**src/rtl/hb_decim_ctrl.sv**
```systemverilog
// -----------------------------------------------------------------------------
// hb_decim_ctrl
// Sequencer for the Rx half-band decimate-by-2 stage.
//
// Incoming samples are grouped into even/odd polyphase pairs. Each completed
// pair is presented on e0_data (even) / e1_data (odd) together with a
// one-cycle branch_en advance strobe. The first FILL_LAT pairs only prime the
// branch pipelines. After that, out_valid follows branch_en by one cycle. When
// enable is removed, the branch delay lines are flushed with FILL_LAT zero
// strobes and the block then returns to IDLE.
//
// Ports
//   clk        in   1       system clock, rising edge
//   rst_n      in   1       asynchronous active-low reset
//   enable     in   1       1 = run, 0 = stop (flush, then idle)
//   in_valid   in   1       in_sample valid this cycle
//   in_sample  in   DATA_W  signed input sample
//   e0_data    out  DATA_W  even-phase sample, held between advances
//   e1_data    out  DATA_W  odd-phase sample, held between advances
//   branch_en  out  1       one-cycle advance strobe for both branches
//   out_valid  out  1       decimated combiner output valid
//   state      out  2       0 IDLE, 1 FILL, 2 RUN, 3 FLUSH
//   dropped    out  1       sticky: in_valid seen while flushing
// -----------------------------------------------------------------------------
module hb_decim_ctrl #(
    parameter int DATA_W   = 10,
    parameter int FILL_LAT = 6,
    parameter int CNT_W    = 4
) (
    input  logic                     clk,
    input  logic                     rst_n,
    input  logic                     enable,
    input  logic                     in_valid,
    input  logic signed [DATA_W-1:0] in_sample,
    output logic signed [DATA_W-1:0] e0_data,
    output logic signed [DATA_W-1:0] e1_data,
    output logic                     branch_en,
    output logic                     out_valid,
    output logic [1:0]               state,
    output logic                     dropped
);

    typedef enum logic [1:0] {
        IDLE  = 2'd0,
        FILL  = 2'd1,
        RUN   = 2'd2,
        FLUSH = 2'd3
    } state_t;

    // Counter value at which the next issued pair completes priming.
    localparam logic [CNT_W-1:0] FILL_LAST  = CNT_W'(FILL_LAT - 1);
    // Counter value once every flush strobe has been issued.
    localparam logic [CNT_W-1:0] FLUSH_DONE = CNT_W'(FILL_LAT);
    localparam logic [CNT_W-1:0] CNT_ZERO   = {CNT_W{1'b0}};
    localparam logic [CNT_W-1:0] CNT_ONE    = CNT_W'(1);

    // Saturating increment: the fill/flush counter never wraps.
    function automatic logic [CNT_W-1:0] sat_inc(input logic [CNT_W-1:0] v);
        logic [CNT_W-1:0] r;
        if (v == {CNT_W{1'b1}}) begin
            r = v;
        end else begin
            r = v + CNT_ONE;
        end
        return r;
    endfunction

    state_t                    state_r,    state_s;
    logic                      phase_r,    phase_s;
    logic [CNT_W-1:0]          cnt_r,      cnt_s;
    logic signed [DATA_W-1:0]  hold_r,     hold_s;
    logic signed [DATA_W-1:0]  e0_r,       e0_s;
    logic signed [DATA_W-1:0]  e1_r,       e1_s;
    logic                      br_r,       br_s;
    logic                      ov_r,       ov_s;
    logic                      dropped_r,  dropped_s;
    // Remembers whether the current flush follows RUN (tail outputs valid)
    // or FILL (primed data is never valid).
    logic                      from_run_r, from_run_s;

    // Next-state and next-output logic for the sequencer.
    always_comb begin
        state_s    = state_r;
        phase_s    = phase_r;
        cnt_s      = cnt_r;
        hold_s     = hold_r;
        e0_s       = e0_r;
        e1_s       = e1_r;
        br_s       = 1'b0;
        ov_s       = 1'b0;
        dropped_s  = dropped_r;
        from_run_s = from_run_r;

        case (state_r)
            IDLE: begin
                if (enable) begin
                    state_s    = FILL;
                    phase_s    = 1'b0;
                    cnt_s      = CNT_ZERO;
                    dropped_s  = 1'b0;
                    from_run_s = 1'b0;
                end else begin
                    state_s    = IDLE;
                end
            end

            FILL, RUN: begin
                // Pairing by valid count only; gaps simply hold the phase.
                if (in_valid) begin
                    if (phase_r) begin
                        e0_s    = hold_r;
                        e1_s    = in_sample;
                        br_s    = 1'b1;
                        phase_s = 1'b0;
                    end else begin
                        hold_s  = in_sample;
                        phase_s = 1'b1;
                    end
                end else begin
                    phase_s = phase_r;
                end

                if (state_r == RUN) begin
                    ov_s = br_r;
                end else begin
                    ov_s = 1'b0;
                end

                if (!enable) begin
                    // Stop: any half pair is discarded. A pair completing
                    // right now is still issued; its strobe is not part of
                    // the flush count, so the zero strobes start next cycle.
                    state_s    = FLUSH;
                    phase_s    = 1'b0;
                    from_run_s = (state_r == RUN);
                    if (in_valid && phase_r) begin
                        cnt_s = CNT_ZERO;
                    end else begin
                        e0_s  = '0;
                        e1_s  = '0;
                        br_s  = 1'b1;
                        cnt_s = CNT_ONE;
                    end
                end else if ((state_r == FILL) && in_valid && phase_r) begin
                    // Count priming strobes at issue time; the last one is
                    // already presented in RUN.
                    if (cnt_r == FILL_LAST) begin
                        state_s = RUN;
                        cnt_s   = CNT_ZERO;
                    end else begin
                        cnt_s   = sat_inc(cnt_r);
                    end
                end else begin
                    cnt_s = cnt_r;
                end
            end

            FLUSH: begin
                e0_s = '0;
                e1_s = '0;
                ov_s = from_run_r & br_r;
                if (in_valid) begin
                    dropped_s = 1'b1;
                end else begin
                    dropped_s = dropped_r;
                end
                if (cnt_r < FLUSH_DONE) begin
                    br_s  = 1'b1;
                    cnt_s = sat_inc(cnt_r);
                end else begin
                    // Last flush strobe is on the outputs now; enable is only
                    // looked at again once IDLE is reached.
                    state_s = IDLE;
                end
            end

            default: begin
                state_s = IDLE;
            end
        endcase
    end

    // Sequencer state and registered outputs, asynchronous reset.
    always_ff @(posedge clk or negedge rst_n) begin
        if (!rst_n) begin
            state_r    <= IDLE;
            phase_r    <= 1'b0;
            cnt_r      <= CNT_ZERO;
            hold_r     <= '0;
            e0_r       <= '0;
            e1_r       <= '0;
            br_r       <= 1'b0;
            ov_r       <= 1'b0;
            dropped_r  <= 1'b0;
            from_run_r <= 1'b0;
        end else begin
            state_r    <= state_s;
            phase_r    <= phase_s;
            cnt_r      <= cnt_s;
            hold_r     <= hold_s;
            e0_r       <= e0_s;
            e1_r       <= e1_s;
            br_r       <= br_s;
            ov_r       <= ov_s;
            dropped_r  <= dropped_s;
            from_run_r <= from_run_s;
        end
    end

    assign e0_data   = e0_r;
    assign e1_data   = e1_r;
    assign branch_en = br_r;
    assign out_valid = ov_r;
    assign state     = state_r;
    assign dropped   = dropped_r;

endmodule

```
**config.mk**
```make
export PLATFORM = sky130hd
export DESIGN_NAME = hb_decim_ctrl
export DESIGN_NICKNAME = d
export VERILOG_FILES = /design/src/rtl/hb_decim_ctrl.sv
export SDC_FILE = /design/constraint.sdc
export NUM_CORES = 1
export LEC_CHECK = 0
export CAP_MARGIN = 5
export CORE_MARGIN = 3
export CORE_UTILIZATION = 40
export DETAILED_ROUTE_END_ITERATION = 10
export MAX_ROUTING_LAYER = met4
export SYNTH_ARGS = -nofsm -noshare
export SYNTH_HDL_FRONTEND = slang
export SYNTH_SLANG_ARGS = --single-unit
```
**constraint.sdc**
```tcl
create_clock -name clk -period 3.08 [get_ports clk]
set_input_delay 0.616 -clock clk [delete_from_list [all_inputs] [get_ports clk]]
set_output_delay 0.616 -clock clk [all_outputs]
set_load 0.02 [all_outputs]
```
* Word-level counts from Yosys, hierarchy flattened
Cells that the tools add are included.
** Word-level totals
- Register bits after elaboration :: 41
- Input bits :: 14
- Output and inout bits :: 25
- Word-level logic and storage cells :: 82
** Operators by class
- $add $sub $neg :: 1
- Magnitude comparators :: 1
- Equal/unequal tests :: 13
- Multiplexer cells :: 41
- Bitwise gates (word level) :: 2
- Reductions and logical operators :: 14
** Operators with widths (number)
- 10-bit 2-to-1 mux :: 8
- 10-bit case mux with 2 select lines :: 2
- 4-bit 2-to-1 mux :: 6
- 3-bit AND reduction :: 6
- 1-bit 2-to-1 mux :: 14
- 4-bit case mux with 3 select lines :: 1
- 2-bit inequality test (second input constant) :: 5
- 1-bit case mux with 2 select lines :: 5
- 3-bit inequality test (second input constant) :: 3
- 2-bit 2-to-1 mux :: 4
- 2-bit case mux with 3 select lines :: 1
- 2-bit nonzero test :: 3
- 4-bit by 1-bit adder with 4-bit output (second input constant) :: 1
- 2-bit equality test (second input constant) :: 2
- 4-bit by 3-bit equality test with 1-bit output (second input constant) :: 1
- 4-bit equality test (second input constant) :: 1
- 4-bit by 3-bit less-than comparator with 1-bit output (second input constant) :: 1
- 1-bit logical AND :: 3
- 2-bit by 1-bit equality test with 1-bit output (second input constant) :: 1
- 2-bit logical NOT :: 1
- 2-bit OR reduction :: 1
- 1-bit AND :: 1
- 1-bit inverter :: 1

* Logic depth before layout (Yosys ltp)
- Depth in word-level cells :: 6
- Depth in mapped cells :: 7
- Mapped depth without buffers :: 6

* Worst setup path after synthesis
OpenSTA, ideal clock, no wires.
- Kind :: register -> register
- Start :: reg state_r[0] (netlist: state[0])
- End :: reg cnt_r[0]
- Setup time :: 0.104 ns
- Data arrival time :: 1.874 ns
- Required time :: 2.976 ns
- Setup slack :: 1.103 ns
- Stages on the path, launching flop included :: 8
- Period minus slack after synthesis :: 1.977 ns
- Path through :: dfrtp_1 inv_1 ha_1 buf_4 a21oi_1 a311oi_2 o221ai_2 o311ai_1
** Between the ends
- Word-level cells in the longest chain between the ends :: 5
- Elaborated cells between the ends (all ways) :: 12
- Those cells by class :: eq/ne: 6; mux: 1; reduce/logical: 5
** RTL lines
- from (decl) :: line 68 : state_t state_r, state_s;
- from (signal assigned) :: line 197 : state_r <= state_s;
- 2-bit by 1-bit equality test with 1-bit output :: line 94, 144
- 1-bit logical AND (2 in a row) :: line 144 : end else if ((state_r == FILL) && in_valid && phase_r) begin
- 3-bit inequality test (no line)
- 3-bit AND reduction (no line)
- to (signal assigned) :: line 199 : cnt_r <= cnt_s;
- to (decl) :: line 70 : logic [CNT_W-1:0] cnt_r, cnt_s;
Parallel ways exist; a longest one is shown, timed or not.
A chain may end at the register's enable or synchronous reset.

* Worst setup path after layout
Ends and elaborated chain as after synthesis.

==> flow_metrics.env <==
export IMPL_status="complete, no violations"
export IMPL_power_density_nw_per_um2=1020
export IMPL_cp_end_kind="register"
export IMPL_synth_top_area_share_pct=53.5
export IMPL_via_per_inst=5.63
export IMPL_cp_start_kind="register"
export IMPL_core_area_um2=4500
export IMPL_synth_edff_count=0
export IMPL_rsz0062_at_grt="no"
export IMPL_io_pins=39
export IMPL_drc_errors=0
export IMPL_die_width_um=75.2
export IMPL_clock_latency_ns=0.28
export IMPL_hold_path_class="input pin to asynchronous set/reset pin"
export IMPL_setup_viol=0
export IMPL_cp_buffers_inverters=1
export IMPL_slew_headroom_pct=41.4
export IMPL_cts_max_level=2
export IMPL_fmax_ghz=0.471
export IMPL_antenna_found_initial=0
export IMPL_drive_gt1_share_pct=11.6
export IMPL_num_vias=1412
export IMPL_nNetsFinal=221
export IMPL_numCtsBuffers=5
export IMPL_yosysTopAreaCell="dfrtp_1"
export IMPL_die_area_um2=5660
export IMPL_m1WireLength_um=1810
export IMPL_drt_iter0_drc=77
export IMPL_ys_seq_elements=41
export IMPL_clock_sinks=41
export IMPL_synthFlopType="dfrtp_1"
export IMPL_synthArstFlopShare_pct=100
export IMPL_fp_dieH_um=75.2
export IMPL_cpLargestDelayFamily="compound AO/OA/AOI/OAI gates"
export IMPL_yosysSeqAreaShare_pct=53.5
export IMPL_diodes=0
export IMPL_highest_layer="met4"
export IMPL_clock_path_buffers=2
export IMPL_ys_warn_count=0
export IMPL_vdd_ir_drop_worst_mv=0.440
export IMPL_gp_congestion=0.805
export IMPL_synth_cell_types=45
export IMPL_post_drt_wl_per_cell_um=15.4
export IMPL_post_route_period_util_pct=68.9
export IMPL_final_common_cell="dfrtp_1"
export IMPL_clkTransAtPathRegs_ns=0.07
export IMPL_post_dp_hpwl_um=2750
export IMPL_area_delta_synth_final_pct=27.1
export IMPL_worst_path_max_delay_cell="ha_1"
export IMPL_critPathRequiredTime_ns=3.26
export IMPL_cts_tree="built"
export IMPL_worstMarginPinSlew_ns=0.880
export IMPL_final_max_slew_violation_count=0
export IMPL_grt_pass1_vias=1357
export IMPL_wirelength_um=3860
export IMPL_grtUsageTotal_pct=15.2
export IMPL_io_buffers=38
export IMPL_dr_pass1_iters=4
export IMPL_cp_cell_sequence="inv_1, ha_1, a21oi_1, a311oi_2, o221ai_2, o311ai_1"
export IMPL_hold_viol_final=0
export IMPL_whs_ns=0.453
export IMPL_cp_arrival_ns=2.30
export IMPL_ant_nets=0
export IMPL_fin_tns_setup_ns=0
export IMPL_rows=24
export IMPL_fin_skew_ns=0.00425
export IMPL_most_common_layout_cells="41 x dfrtp_1, 37 x clkdlybuf4s50_1, 19 x a22o_1"
export IMPL_cts_root_buf="clkbuf_8"
export IMPL_initial_core_util_pct=42.6
export IMPL_postCtsResizedCells=0
export IMPL_fin_area_um2=2440
export IMPL_grt_overflow_total=0
export IMPL_setup_worst_path_class="register to register"
export IMPL_grt_max_degree=42
export IMPL_nFillCells=394
export IMPL_synthTopCellsByArea="dfrtp_1 53%, a22o_1 8.7%, ha_1 5.2%, mux2_1 3.5%, mux2_2 2.3%"
export IMPL_cts_setup_buffers=0
export IMPL_min_period_ns=2.12
export IMPL_netlist_area_um2=1920
export IMPL_wl_met2_um=1870
export IMPL_cts_hold_buf=0
export IMPL_cap_violations=0
export IMPL_synthCells=160
export IMPL_wl_met3_um=144
export IMPL_p_leak_nw=1.06
export IMPL_slowest_delay_ns=0.46
export IMPL_reg2reg_slack_ns=0.96
export IMPL_crit_fanout=8
export IMPL_synth_nets=182
export IMPL_avgSynthCellArea_um2=12.0
export IMPL_dpl_cell_area_um2=2330
export IMPL_grt_pass1_wl_um=6380
cell usage after synthesis (2+ instances only):
cell type	number
a211oi_1	2
a21oi_1	5
a22o_1	19
a31oi_1	2
and3_1	2
buf_2	4
buf_4	2
clkbuf_1	2
dfrtp_1	41
ha_1	8
inv_1	7
mux2_1	6
mux2_2	4
mux2i_1	2
nand2_1	8
nor2_1	6
nor3_1	2
nor3b_1	2
o211ai_1	2
o21a_1	2
o21ai_0	5
o22ai_1	2
o311ai_1	2
o31ai_1	2
sequential cells by signal (all words and copies together), names as in the netlist, 2 cells and up:
signal	count
cnt_r	4
e0_data	10
hold_r	10
state	2
e1_data	10
layout make-up:
class                      count  area, um^2  area share, %
inverter                       7        26.3           1.08
tap                           52        65.1           2.67
multi-input combinational    103         820           33.6
clock buffer                   5        68.8           2.82
timing repair buffer          41         398           16.3
clock inverter                 2        35.0           1.44
sequential                    41        1030           42.1
power by group:
part           leakage [nW]  switching (mW)  internal [mW]
clock network        0.0540           0.171          0.235
registers             0.535           0.145          0.758
logic                 0.470           0.624          0.553
total                  1.06           0.940           1.55
final timing paths:
check / from / end / depth (start not counted)
worst max-delay path: state[0]$_DFFE_PN0P_ / cnt_r[0]$_DFFE_PN0P_ / 6
min in group clk: hold_r[1]$_DFFE_PN0P_ / e0_data[1]$_DFFE_PN0N_ / 1
worst min register to register: hold_r[1]$_DFFE_PN0P_ / e0_data[1]$_DFFE_PN0N_ / 1
worst max register to register: state[0]$_DFFE_PN0P_ / cnt_r[0]$_DFFE_PN0P_ / 6
worst min-delay path: rst_n / out_valid$_DFF_PN0_ / 1
max in group asynchronous: rst_n / hold_r[1]$_DFFE_PN0P_ / 1
worst reg2reg max path: cells and delay by family (launching register included):
kind,cells,cell delay (ns)
buf+inv,1,0.13
flops,1,0.42
fa+ha+maj,1,0.46
compound gates,4,0.99
through the flow:
step,worst slack [ns],util (%),std cells,power [mW]
2_1_floorplan,1.10,-,160,1.68
3_3_place_gp,0.789,51.8,244,2.08
3_5_place_dp,0.734,51.8,244,2.11
4_1_cts,0.948,54.1,251,2.52
5_1_grt,0.794,54.1,251,2.68
6_report,0.958,54.1,251,2.49
per-layer routing:
layer  vias to the layer above  global-route usage [%]
met4                         0                    4.66
met2                        28                    23.4
met1                       701                    20.1
li1                        678                       -
met5                         -                       -
met3                         5                    3.60
cell families after synthesis:
kind of cell               synth area share, %
and+or+nand+nor                           8.02
adders and majority gates                 5.22
DFF                                       53.5
buffers and inverters                     3.78
muxes                                     6.91
AOI/OAI and AO/OA                         22.6
No activity file was read; power rests on OpenSTA's default activity.
